==> src/rtl/mem_if_pkg.sv <==
// Shared memory-line protocol definitions used by the arbiter, the cache
// dummies and the DDR2 wrapper.
package mem_if_pkg;

    localparam int MEM_ADDR_W = 28;
    localparam int MEM_DATA_W = 256;

    typedef enum logic [1:0] {
        ST_IDLE = 2'd0,
        ST_BUSY = 2'd1,
        ST_RESP = 2'd2
    } arb_state_e;

    typedef struct packed {
        logic                  rw;
        logic [MEM_ADDR_W-1:0] addr;
        logic [MEM_DATA_W-1:0] wdata;
    } mem_req_t;

endpackage

==> src/rtl/rr_arb2.sv <==
// Two-requester round-robin picker; remembers the last grant and advances it
// only when the caller accepts the pick.
module rr_arb2 (
    input  logic clk,
    input  logic rst,
    input  logic req0_i,
    input  logic req1_i,
    input  logic en_i,
    output logic gnt_o,
    output logic any_o
);

    logic last_q, last_d;

    always_comb begin
        any_o = req0_i | req1_i;
        // On a tie, favour whichever port was not served last.
        if (req0_i && req1_i) gnt_o = ~last_q;
        else                  gnt_o = req1_i;
        last_d = last_q;
        if (en_i && any_o) last_d = gnt_o;
    end

    always_ff @(posedge clk) begin
        if (rst) last_q <= 1'b1;
        else     last_q <= last_d;
    end

endmodule

==> src/rtl/mem_port_arbiter.sv <==
// Arbitrates icache (p0) and dcache (p1) line requests onto one DDR2 port,
// one outstanding transaction at a time, with a sticky downstream timeout flag.
module mem_port_arbiter
    import mem_if_pkg::*;
#(
    parameter int TIMEOUT_CYCLES = 1023
) (
    input  logic                  clk,
    input  logic                  rst,
    input  logic                  p0_valid,
    input  logic                  p0_rw,
    input  logic [MEM_ADDR_W-1:0] p0_addr,
    input  logic [MEM_DATA_W-1:0] p0_wdata,
    output logic                  p0_ready,
    output logic [MEM_DATA_W-1:0] p0_rdata,
    input  logic                  p1_valid,
    input  logic                  p1_rw,
    input  logic [MEM_ADDR_W-1:0] p1_addr,
    input  logic [MEM_DATA_W-1:0] p1_wdata,
    output logic                  p1_ready,
    output logic [MEM_DATA_W-1:0] p1_rdata,
    output logic                  ds_valid,
    output logic                  ds_rw,
    output logic [MEM_ADDR_W-1:0] ds_addr,
    output logic [MEM_DATA_W-1:0] ds_wdata,
    input  logic                  ds_ready,
    input  logic [MEM_DATA_W-1:0] ds_rdata,
    output logic                  busy,
    output logic                  timeout_err
);

    localparam logic [15:0] TO_W = 16'(TIMEOUT_CYCLES);

    arb_state_e            state_q, state_d;
    mem_req_t              req_q, req_d;
    logic                  gnt_q, gnt_d;
    logic [MEM_DATA_W-1:0] rdata_q, rdata_d;
    logic [15:0]           cnt_q, cnt_d;
    logic                  tout_q, tout_d;
    logic                  rdy0_q, rdy0_d;
    logic                  rdy1_q, rdy1_d;
    logic                  dsv_q, dsv_d;
    logic                  busy_q, busy_d;
    logic                  arb_gnt, arb_any;

    rr_arb2 u_rr (
        .clk    (clk),
        .rst    (rst),
        .req0_i (p0_valid),
        .req1_i (p1_valid),
        .en_i   (state_q == ST_IDLE),
        .gnt_o  (arb_gnt),
        .any_o  (arb_any)
    );

    always_comb begin
        state_d = state_q;
        req_d   = req_q;
        gnt_d   = gnt_q;
        rdata_d = rdata_q;
        cnt_d   = cnt_q;
        tout_d  = tout_q;
        rdy0_d  = 1'b0;
        rdy1_d  = 1'b0;
        case (state_q)
            ST_IDLE: begin
                if (arb_any) begin
                    req_d   = arb_gnt ? mem_req_t'{p1_rw, p1_addr, p1_wdata}
                                      : mem_req_t'{p0_rw, p0_addr, p0_wdata};
                    gnt_d   = arb_gnt;
                    cnt_d   = 16'd0;
                    state_d = ST_BUSY;
                end
            end
            ST_BUSY: begin
                // Counter saturates so a very long stall cannot re-trigger by wrapping.
                cnt_d = (cnt_q == 16'hFFFF) ? cnt_q : cnt_q + 16'd1;
                if (TO_W != 16'd0 && cnt_d == TO_W) tout_d = 1'b1;
                if (ds_ready) begin
                    state_d = ST_RESP;
                    if (!req_q.rw) rdata_d = ds_rdata;
                    if (gnt_q) rdy1_d = 1'b1;
                    else       rdy0_d = 1'b1;
                end
            end
            ST_RESP: state_d = ST_IDLE;
            default: state_d = ST_IDLE;
        endcase
        dsv_d  = (state_d == ST_BUSY);
        busy_d = (state_d != ST_IDLE);
    end

    always_ff @(posedge clk) begin
        if (rst) begin
            state_q <= ST_IDLE;
            req_q   <= '0;
            gnt_q   <= 1'b0;
            rdata_q <= '0;
            cnt_q   <= 16'd0;
            tout_q  <= 1'b0;
            rdy0_q  <= 1'b0;
            rdy1_q  <= 1'b0;
            dsv_q   <= 1'b0;
            busy_q  <= 1'b0;
        end else begin
            state_q <= state_d;
            req_q   <= req_d;
            gnt_q   <= gnt_d;
            rdata_q <= rdata_d;
            cnt_q   <= cnt_d;
            tout_q  <= tout_d;
            rdy0_q  <= rdy0_d;
            rdy1_q  <= rdy1_d;
            dsv_q   <= dsv_d;
            busy_q  <= busy_d;
        end
    end

    assign ds_valid    = dsv_q;
    assign ds_rw       = req_q.rw;
    assign ds_addr     = req_q.addr;
    assign ds_wdata    = req_q.wdata;
    assign p0_ready    = rdy0_q;
    assign p1_ready    = rdy1_q;
    assign p0_rdata    = rdata_q;
    assign p1_rdata    = rdata_q;
    assign busy        = busy_q;
    assign timeout_err = tout_q;

endmodule

==> config.mk <==
export PLATFORM = sky130hd
export DESIGN_NAME = mem_port_arbiter
export DESIGN_NICKNAME = d
export VERILOG_FILES = /design/src/rtl/mem_if_pkg.sv /design/src/rtl/rr_arb2.sv /design/src/rtl/mem_port_arbiter.sv
export SDC_FILE = /design/constraint.sdc
export NUM_CORES = 1
export LEC_CHECK = 0
export CAP_MARGIN = 20
export CORE_AREA = 5 5 638 640
export CTS_CLUSTER_DIAMETER = 150
export CTS_CLUSTER_SIZE = 16
export DETAILED_ROUTE_END_ITERATION = 8
export DIE_AREA = 0 0 643 645
export MAX_ROUTING_LAYER = met4
export PLACE_DENSITY_LB_ADDON = 0.1
export SLEW_MARGIN = 10
export SYNTH_ARGS = -nofsm -noshare
export SYNTH_HDL_FRONTEND = slang
export SYNTH_HIERARCHICAL = 1
export SYNTH_SLANG_ARGS = --single-unit
==> constraint.sdc <==
create_clock -name clk -period 2.5 [get_ports clk]
set_input_delay 0.25 -clock clk [delete_from_list [all_inputs] [get_ports clk]]
set_output_delay 0.25 -clock clk [all_outputs]
set_load 0.02 [all_outputs]
Yosys cells after proc, flatten, opt, wreduce, memory -nomap -nowiden:

Index checks and enable logic that the tools add are counted.

* flip-flop bits (word level): 566
* input bits: 831
* output and inout bits: 802
* word-level logic and storage cells: 44

* add/sub/neg operators: 1
* equal/unequal tests: 5
* multiplexer cells: 10
* bitwise gates (word level): 5
* reduce and logical (&&, ||, !) cells: 10

Operators by type and width (count)
* two-way mux 285 bit: 1
* two-way mux 16 bit: 2
* case mux 16 bit (2 select lines): 1
* adder 16 x 1 -> 16 bit, second input constant: 1
* == test 16 x 10 -> 1 bit, second input constant: 1
* == test 16 bit, second input constant: 1
* AND reduction 2 bit: 3
* == test 2 x 1 -> 1 bit, second input constant: 2
* two-way mux 2 bit: 2
* inverter 1 bit: 4
* case mux 2 bit (2 select lines): 1
* nonzero test 2 bit: 2
* two-way mux 1 bit: 3
* AND reduction 3 bit: 1
* OR reduction 3 bit: 1
* logical AND 1 bit: 2
* logical NOT 2 bit: 1
* inequality test 2 bit, second input constant: 1
* bitwise OR 1 bit: 1

Logic depth before layout (Yosys ltp):

Gate-level depths: netlist (run 1).

* depth after elaboration: 4
* gate-level depth with buffers: 8
* depth with buffers taken out: 7

Hierarchy:

The synthesis (run 1) kept the hierarchy.

By module, submodules not included
* mem_port_arbiter: times used 1, cells each 2806, area each 24279.5 um2, seq. area each 11310.8 um2
* rr_arb2: times used 1, cells each 6, area each 56.3 um2, seq. area each 20.0 um2

Least setup slack after synthesis (run 1):

No wires, ideal clock.

* kind: register to register
* from: register cnt_q[1]
* to: register tout_q (netlist: timeout_err)
* library setup time: 0.073 ns
* arrival: 2.012 ns
* required time: 2.427 ns
* setup slack: 0.415 ns
* stages on the path, launching flop included: 9
* path buffers: 1
* clock period less this slack: 2.085 ns
* cell sequence: dfxtp_1 -> ha_1 -> clkbuf_2 -> nand3_2 -> nor3_4 -> nand3_2 -> mux2_4 -> or4_4 -> o22ai_2

* longest elaborated chain between the ends: 4
* elaborated cells between the ends (all ways): 5
* classes of those cells: add/sub: 1; eq/ne: 2; mux: 1; reduce/logical: 1

Ends and longest elaborated chain
* from (decl): line mem_port_arbiter.sv:38 `logic [15:0] cnt_q, cnt_d;`
* from (signal assigned): line mem_port_arbiter.sv:110 `cnt_q <= cnt_d;`
* adder 16 x 1 -> 16 bit or == test 16 bit (tied branches): line mem_port_arbiter.sv:77 `cnt_d = (cnt_q == 16'hFFFF) ? cnt_q : cnt_q + 16'd1;`
* two-way mux 16 bit (*): line mem_port_arbiter.sv:77
* == test 16 x 10 -> 1 bit (*): line mem_port_arbiter.sv:78 `if (TO_W != 16'd0 && cnt_d == TO_W) tout_d = 1'b1;`
* AND reduction 2 bit (no line) (*)
* to (signal assigned): line mem_port_arbiter.sv:111 `tout_q <= tout_d;`
* to (decl): line mem_port_arbiter.sv:39 `logic tout_q, tout_d;`

Mark *: on every way between the ends. The rest lies on a longest branch, timed or not.
A chain may end at the register's enable or synchronous reset.

Worst setup path after layout (run 1):

* from: register rdata_q[135] (netlist: p0_rdata[135])
* to: output p1_rdata[135]

RTL lines
* from (decl): line mem_port_arbiter.sv:37 `logic [MEM_DATA_W-1:0] rdata_q, rdata_d;`
* from (signal assigned): line mem_port_arbiter.sv:109 `rdata_q <= rdata_d;`
* to (decl): line mem_port_arbiter.sv:21 `output logic [MEM_DATA_W-1:0] p1_rdata,`

No word-level cell between the ends.

==> flow_metrics.tcl, run 1 <==
set metrics [dict create \
    syn_area_per_cell_sq_um 8.65 \
    min_path_type "in -> reg" \
    regArea_sq_mm 0.0113 \
    core_sq_mm 0.401 \
    muxShareOfSynthArea 0.120 \
    grt_pass1_vias 26413 \
    wl_um 230000 \
    synthFlopType "dfxtp_1" \
    netlist_area_sq_mm 0.0243 \
    die_x_um 643 \
    synth_top_family_by_area "compound AO/OA/AOI/OAI gates" \
    path_clk_slew_ns 0.08 \
    hold_ws_ns 0.110 \
    p_per_area_mw_per_mm2 554 \
    htreeDepth 2 \
    drt_iter0_drc 943 \
    synth_compound_area_frac 0.151 \
    startpoint "p0_rdata[135]" \
    dpl.hpwl_um 195000 \
    seq_area_frac_synth 0.466 \
    rows 233 \
    postLayoutSetupSlackWorst_ns 0.144 \
    fin_area_sq_mm 0.0483 \
    ys_ff_latch 566 \
    crit_fanout 3 \
    dr.pass1.iters 5 \
    drc_errors 0 \
    relSlewSlack 0.481 \
    avgRoutedWirePerCell_um 24.0 \
    cp.required_ns 2.25 \
    synth_edf_count 0 \
    grt_usage 0.108 \
    die_area_sq_mm 0.415 \
    overflow 0 \
    syn_to_final_growth_pct 98.4 \
    path_buf_inv 1 \
    root_buffer "clkbuf_16" \
    status "finished, final reports clean" \
    critPathKind "reg -> out" \
    critPathTopFamily "buffers and inverters" \
    grt_pass1_wl_um 291000 \
    ys.warnings.count 6 \
    endpoint_kind "output pin" \
    peakVddDrop_mv 0.503 \
    synth_fp_nets 3644 \
    cts.sinks 566 \
    crit_slowest_cell "clkdlybuf4s50_1" \
    clock_skew_ns 0.0699 \
    place_congestion 0.808 \
    multi_input_area_sq_mm 0.0102 \
    finalCriticalPeriod_ns 2.36 \
    rsz0062_at_grt "false" \
    num_io_pins 1633 \
    max_freq_mhz 425 \
    antenna_found_initial 106 \
    cts_tree "yes" \
    synthCells 2812 \
    arrival_ns 2.11 \
    reg2reg_from "cnt_q[4]" \
    synth-simple-area-share 0.145 \
    fin_crit_sh 0.942 \
    min_from "ds_rdata[41]" \
    ant_nets 0 \
    fillerInstances 45804 \
    synthAdderAreaFrac 0.000514 \
    async_flop_share 0 \
    path_cells "clkdlybuf4s50_1" \
    finalSetupViolations 0 \
    place_area_sq_mm 0.0458 \
    slowest_delay_ns 1.02 \
    start_util 0.0607 \
    leakagePower_nw 15.7 \
    vias_per_cell 2.69 \
    max-cap-violations 0 \
    worstSetupStartpointType "flop" \
    final_layout_size_suffix_gt1_frac 0.0538 \
    clockBufferDepth 3 \
    report.final.slew_viol_count 0 \
    clk_latency_ns 0.72 \
    io_buffers 1632 \
    synth-xor-area-share 0.00144 \
    hold_viol 0 \
    yosysUniqueCellTypes 49 \
    total_power_w 0.0268 \
    die_h_um 645 \
    grt_max_degree 101 \
    worst_pin_slew_ns 0.775 \
    numCtsBuffers 45 \
    via_count 25757 \
    dp_slack_ns -0.124 \
    nNetsFinal 5075 \
]
[through the flow]
step,utilization,setup TNS (ns),std cells
final,0.120,0,9584
after global routing,0.120,0,9581
after CTS,0.120,0,9544
after detailed placement,0.114,-0.214,9374
after global placement,0.114,-0.290,9374
after floorplan,-,0,2812
[Yosys cell counts, types with 2 or more instances]
master	instances	share of area
a211oi_1	289	0.089
a21oi_1	273	0.056
a31oi_1	3	0.00077
and2_1	2	0.00051
and3_1	2	0.00051
buf_1	3	0.00046
buf_2	28	0.0058
buf_4	260	0.080
clkbuf_1	189	0.029
dfxtp_1	566	0.47
inv_1	4	0.00062
mux2_2	2	0.00093
mux2i_1	286	0.12
nand2_1	528	0.081
nand2b_1	4	0.0010
nand3_1	8	0.0016
nand3_2	2	0.00082
nand3b_1	2	0.00062
nand4_1	5	0.0013
nand4_4	2	0.0017
nor2_1	296	0.046
nor2b_1	2	0.00051
nor3_1	8	0.0016
nor3b_1	2	0.00062
nor4_1	7	0.0018
o211ai_1	5	0.0015
o21ai_0	4	0.00082
o22ai_1	2	0.00051
or3_1	5	0.0013
or4_4	2	0.00093
xnor2_1	2	0.00072
xor2_1	2	0.00072
[worst reg2reg max path, stage by stage, from the launching register on]
cell and delay, ns:
dfxtp_1 0.57, nand4_4 0.29, or4_4 0.66, a31oi_1 0.25, nor4_1 0.07, buf_4 0.14, nand3_1 0.11, o22ai_2 0.07
[sequential cells by signal, summed over array words and instances (netlist names), 2 cells and up]
name	count
ds_wdata	256
p0_rdata	256
ds_addr	28
cnt_q	16
state_q	2
[power by group]
part | internal [W] | switching, W | total [W]
combinational | 0.00389 | 0.00439 | 0.00827
clock | 0.00356 | 0.00444 | 0.00800
sequential | 0.00981 | 0.000683 | 0.0105
total | 0.0173 | 0.00951 | 0.0268
[layout by cell type (no fill, tap or decap), types with 6 or more instances in the layout]
cell type,count
a211oi_1,289
a21oi_1,273
buf_12,33
buf_4,114
clkbuf_16,45
clkdlybuf4s50_1,1603
dfxtp_1,563
diode_2,40
dlygate4sd2_1,6
dlygate4sd3_1,109
mux2i_1,286
nand2_1,528
nand3_1,8
nor2_1,296
nor3_1,8
nor4_1,7
[cells by family (layout without fill, tap and decap cells)]
group / Yosys count / after routing
xor gates and xnor gates: 4 / 4
muxes: 290 / 290
other: 0 / 40
buffers and inverters: 486 / 1931
and+or+nand+nor: 883 / 883
adders and majority gates: 1 / 1
DFF: 566 / 566
AOI/OAI and AO/OA: 582 / 582
[what timing repair did]
action | CTS | global route
hold buffers | 109 | 0
setup endpoints to repair | 10 | 0
endpoints found under the hold margin | 125 | 0
resized for setup | 9 | 0
setup buffers | 0 | 0
[routing by layer]
| metal | share of wire | GRT usage | vias up |
|---|---|---|---|
| met2 | 0.56 | 0.212 | 942 |
| li1 | - | - | 12273 |
| met5 | 0 | - | - |
| met3 | 0.064 | 0.0301 | 207 |
| met4 | 0.018 | 0.0165 | 0 |
| met1 | 0.36 | 0.107 | 12335 |
[final cells by class]
class	count	area share
clock inverter	13	0.00373
multi-input combinational	1760	0.211
timing repair buffer	1866	0.388
inverter	4	0.000311
antenna	40	0.00207
clock buffer	48	0.0238
sequential	566	0.235
tap	5287	0.137
[path summary, 6_finish.rpt]
kind	cells after the start	slack, ns	endpoint
hold / removal	3	0.11	p0_rdata[41]
hold reg to reg	2	0.48	p0_rdata[157]
setup reg to reg	7	0.22	timeout_err
setup / recovery	1	0.14	p1_rdata[135]
(Power assumes the default switching activity.)
==> run 2: changes to the inputs <==
--- a/config.mk
+++ b/config.mk
@@ -6,11 +6,11 @@
 export NUM_CORES = 1
 export LEC_CHECK = 0
 export CAP_MARGIN = 20
-export CORE_AREA = 5 5 638 640
+export CORE_AREA = 2 2 636 638
 export CTS_CLUSTER_DIAMETER = 150
 export CTS_CLUSTER_SIZE = 16
 export DETAILED_ROUTE_END_ITERATION = 8
-export DIE_AREA = 0 0 643 645
+export DIE_AREA = 0 0 638 640
 export MAX_ROUTING_LAYER = met4
 export PLACE_DENSITY_LB_ADDON = 0.1
 export SLEW_MARGIN = 10
==> constraint.sdc (replaced) <==
create_clock -name clk -period 2 [get_ports clk]
set_input_delay 0.2 -clock clk [delete_from_list [all_inputs] [get_ports clk]]
set_output_delay 0.2 -clock clk [all_outputs]
set_load 0.02 [all_outputs]
==> flow_metrics.tcl, run 2 (same netlist as run 1, synthesis figures left out) <==
set metrics [dict create \
    cts.sinks 566 \
    fillerInstances 46042 \
    grt_usage 0.110 \
    slowest_delay_ns 0.45 \
    mostFrequentLayoutCells "clkdlybuf4s50_1 (844), dlygate4sd2_1 (692), nand2_1 (528)" \
    crit_top_cell "buf_12" \
    layout_commonest_cell "clkdlybuf4s50_1" \
    report.final.slew_viol_count 0 \
    wl_um 227000 \
    overflow 0 \
    antenna_found_initial 102 \
    numCtsBuffers 43 \
    post-route-util 0.124 \
    cts_tree "yes" \
    fin_crit_sh 0.981 \
    crit_fanout 27 \
    die_h_um 640 \
    via_count 26616 \
    relSlewSlack 0.476 \
    finalCriticalPeriod_ns 1.96 \
    seq_power_share 0.399 \
    power.internal_w 0.0210 \
    num_io_pins 1633 \
    place_congestion 0.791 \
    finalSetupViolations 0 \
    die_x_um 638 \
    final_layout_size_suffix_gt1_frac 0.103 \
    max_freq_mhz 510 \
    clk_latency_ns 0.74 \
    path_buf_inv 3 \
    nNetsFinal 5330 \
    peakVddDrop_mv 0.547 \
    dr.pass1.iters 5 \
    clock_skew_ns 0.0692 \
    critPathTopFamily "buffers and inverters" \
    drt_iter0_drc 878 \
    place_area_sq_mm 0.0468 \
    hold_viol 0 \
    grt_pass1_vias 27615 \
    ant_nets 0 \
    multi_input_area_sq_mm 0.0103 \
    path_clk_slew_ns 0.09 \
    io_buffers 1632 \
    arrival_ns 2.55 \
    core_sq_mm 0.401 \
    critPathKind "reg -> reg" \
    crit_slowest_cell "mux2i_1" \
    drc_errors 0 \
    rows 233 \
    fin_area_sq_mm 0.0500 \
    regArea_sq_mm 0.0114 \
    p_sw_w 0.0119 \
    grt_max_degree 64 \
    root_buffer "clkbuf_16" \
    p_per_area_mw_per_mm2 659 \
    worst_pin_slew_ns 0.786 \
    p_comb_frac 0.312 \
    clockBufferDepth 3 \
    path_cells "a21boi_4 -> buf_12 -> buf_12 -> mux2i_1 -> buf_4 -> a211oi_1" \
    clock_power_share 0.289 \
    worstSetupStartpointType "flop" \
    syn_to_final_growth_pct 105 \
    leakagePower_nw 19.9 \
    start_util 0.0606 \
    die_area_sq_mm 0.408 \
    min_path_type "in -> reg" \
    htreeDepth 2 \
    avgRoutedWirePerCell_um 23.1 \
    endpoint_kind "flop" \
    grt_pass1_wl_um 290000 \
    rsz0062_at_grt "true" \
    status "finished, final reports clean" \
    swShare 0.362 \
    dpl.hpwl_um 194000 \
    cp.required_ns 2.59 \
    vias_per_cell 2.70 \
    max-cap-violations 0 \
]
## run 2: layout make-up
type,count,share of cell area
well taps,5287,0.132
clock buffers,48,0.0221
multi-input cells,1760,0.206
flip-flops and latches,566,0.228
diodes,56,0.00280
inverters,4,0.000300
clock inverters,8,0.00248
repair buffers,2123,0.406
## run 2: metal layers
metal  share of wire  global-route usage  vias to the layer above  wire (um)
met1            0.37               0.111                    12687      83000
met3           0.058              0.0264                      178      13100
met4           0.026              0.0254                        0       5810
met5               0                   -                        -          0
met2            0.55               0.211                      937     125000
li1                -                   -                    12814          -
## run 2: worst paths after layout
check                start            end  slack, ns  cells past startpoint
max            u_rr/last_q  ds_wdata[235]       0.04                      6
min           ds_rdata[93]   p0_rdata[93]       0.11                      3
max reg2reg    u_rr/last_q  ds_wdata[235]       0.04                      6
min reg2reg  p0_rdata[155]  p0_rdata[155]       0.47                      2
## run 2: through the flow
stage | TNS [ns] | power [W] | hold WS (ns) | instances | setup slack (ns)
after floorplan | 0 | 0.0174 | 0.300 | 2812 | 0.0104
after global placement | -76.95 | 0.0245 | 0.461 | 9493 | -0.542
after detailed placement | -70.58 | 0.0244 | 0.470 | 9493 | -0.530
after CTS | 0 | 0.0343 | 0.000438 | 9787 | 0.0000465
after global routing | -0.0216 | 0.0350 | 0.0508 | 9843 | -0.0216
final | 0 | 0.0329 | 0.109 | 9852 | 0.0385
## run 2: worst reg2reg max path, delay by kind of cell, from the launching register on
kind	cells	cell delay [ns]
AOI/OAI and AO/OA	2	0.24
buffers and inverters	3	0.74
DFF	1	0.35
muxes	1	0.49
## run 2: repair_timing
item / CTS / global route
setup buffers: 4 / 9
hold buffers: 234 / 0
resized for setup: 857 / 28
cloned: 0 / 0
endpoints found under the setup margin: 759 / 25
endpoints found under the hold margin: 235 / 0
pin swaps: 2 / 10
## run 2: power groups by stage
stage	clock, W	sequential [W]	combinational, W
global route	0.0106	0.0133	0.0111
detailed placement	0	0.0135	0.0109
finish	0.00951	0.0131	0.0103
floorplan	0	0.0142	0.00316
CTS	0.0104	0.0132	0.0107
global placement	0	0.0135	0.0110
==> run 3: changes to the inputs <==
==> constraint.sdc (replaced) <==
create_clock -name clk -period 1.7 [get_ports clk]
set_input_delay 0.17 -clock clk [delete_from_list [all_inputs] [get_ports clk]]
set_output_delay 0.17 -clock clk [all_outputs]
set_load 0.02 [all_outputs]
==> flow_metrics.tcl, run 3 (same netlist as run 1, synthesis figures left out) <==
set metrics [dict create \
    r2r_setup_slack_ns -0.22 \
    grt_pass1_wl_um 300000 \
    swShare 0.366 \
    syn_to_final_growth_pct 139 \
    grt_usage 0.114 \
    use_met3 0.0278 \
    max_freq_mhz 521 \
    tns_ns -15.42 \
    peakVddDrop_mv 0.737 \
    path_depth 7 \
    path_clk_slew_ns 0.09 \
    crit_slowest_cell "or4_4" \
    cp-endpoint "timeout_err" \
    core_sq_mm 0.401 \
    seq_power_share 0.369 \
    layout_commonest_cell "clkdlybuf4s50_1" \
    die_h_um 640 \
    die_x_um 638 \
    p_comb_frac 0.362 \
    multi_input_area_sq_mm 0.0130 \
    grt_pass1_vias 28490 \
    slowest_delay_ns 0.52 \
    numCtsBuffers 43 \
    arrival_ns 2.59 \
    overflow 0 \
    total_power_w 0.0420 \
    status "finished with violations" \
    rows 233 \
    regArea_sq_mm 0.0116 \
    finalSetupViolations 310 \
    grt_max_degree 61 \
    p_per_area_mw_per_mm2 722 \
    path_buf_inv 0 \
    num_io_pins 1633 \
    clock_power_share 0.269 \
    die_area_sq_mm 0.408 \
    mostFrequentLayoutCells "clkdlybuf4s50_1 (829), clkdlybuf4s15_2 (441), dfxtp_1 (394)" \
    use_met1 0.118 \
    cts.sinks 566 \
    power.internal_w 0.0266 \
    clk_latency_ns 0.74 \
    endpoint_kind "flop" \
    crit_fanout 4 \
    finalCriticalPeriod_ns 1.92 \
    critPathTopFamily "simple AND/OR/NAND/NOR gates" \
    drt_iter0_drc 880 \
    worstSetupStartpointType "flop" \
    dp_slack_ns -0.821 \
    critPathKind "reg -> reg" \
    startpoint "cnt_q[0]" \
    drc_errors 0 \
    path_cells "ha_4 -> and3_2 -> xnor2_1 -> o22ai_1 -> a21oi_2 -> or4_4 -> o22ai_2" \
    root_buffer "clkbuf_16" \
    post-route-util 0.145 \
    clock_skew_ns 0.0642 \
    reg2reg_from "cnt_q[0]" \
    io_buffers 1632 \
    leakagePower_nw 21.0 \
    place_congestion 0.773 \
    min_path_type "in -> reg" \
    report.final.slew_viol_count 0 \
    clockBufferDepth 3 \
    cp.required_ns 2.37 \
    p_sw_w 0.0153 \
    via_count 28217 \
    cts_tree "yes" \
    vias_per_cell 2.79 \
    worst_pin_slew_ns 0.504 \
    rsz0062_at_grt "true" \
    fin_crit_sh 1.13 \
    avgRoutedWirePerCell_um 24.1 \
    grt_util_met2 0.220 \
    max-cap-violations 0 \
    violations "negative setup slack" \
    relSlewSlack 0.664 \
    regToRegEndpoint "timeout_err" \
    fillerInstances 45422 \
    antenna_found_initial 129 \
    htreeDepth 2 \
    postLayoutSetupSlackWorst_ns -0.221 \
    final_layout_size_suffix_gt1_frac 0.387 \
    hold_viol 0 \
    dr.pass1.iters 5 \
    start_util 0.0606 \
    reg2regPathDepth 7 \
    ant_nets 0 \
    wl_um 244000 \
    dpl.hpwl_um 197000 \
    nNetsFinal 5581 \
    busiest_layer "met2" \
]
-- run 3: stage by stage --
stage | hold WS, ns | area, sq um | cells
2_1_floorplan | 0.270 | 24400 | 2812
3_3_place_gp | 0.461 | 47700 | 9554
3_5_place_dp | 0.468 | 47700 | 9554
4_1_cts | 0.00113 | 54200 | 9993
5_1_grt | 0.0207 | 58100 | 10095
6_report | 0.0933 | 58100 | 10100
-- run 3: final cells by class --
cell class | count | share of cell area
clock buffer | 48 | 0.0194
timing repair buffer | 2373 | 0.438
antenna | 53 | 0.00228
inverter | 4 | 0.000258
sequential | 566 | 0.200
tap | 5287 | 0.114
clock inverter | 8 | 0.00170
multi-input combinational | 1761 | 0.224
-- run 3: what timing repair did --
action | 4_1_cts | 5_1_grt
hold buffers | 324 | 0
setup endpoints to repair | 1261 | 538
cloned | 21 | 43
resized for setup | 2660 | 734
hold endpoints to repair | 353 | 0
pin swaps | 43 | 263
buffers inserted | 47 | 35
-- run 3: how the worst min path moves through the flow --
stage | start | endpoint | slack, ns | cells past startpoint
finish | ds_rdata[79] | p0_rdata[79] | 0.09 | 3
global route | ds_rdata[79] | p0_rdata[79] | 0.02 | 3
CTS | p0_wdata[195] | ds_wdata[195] | 0.001 | 3
detailed placement | p0_rdata[161] | p0_rdata[161] | 0.47 | 2
global placement | p0_rdata[78] | p0_rdata[78] | 0.46 | 2
floorplan | ds_ready | ds_valid | 0.27 | 1
-- run 3: tightest hold or removal path, cell delays in order --
cell,delay (ns)
clkdlybuf4s50_1,0.44
nand2_2,0.09
a21oi_2,0.05
-- run 3: routing by layer --
metal  wire length, um  part of all wire
met3             13300             0.055
met2            135000              0.55
met5                 0                 0
met1             91300              0.38
met4              4200             0.017
-- run 3: power groups by stage --
stage	Clock, W	Sequential, W	Combinational, W
2_1_floorplan	0	0.0168	0.00373
3_3_place_gp	0	0.0158	0.0131
3_5_place_dp	0	0.0158	0.0130
4_1_cts	0.0124	0.0155	0.0142
5_1_grt	0.0126	0.0157	0.0162
6_report	0.0113	0.0155	0.0152
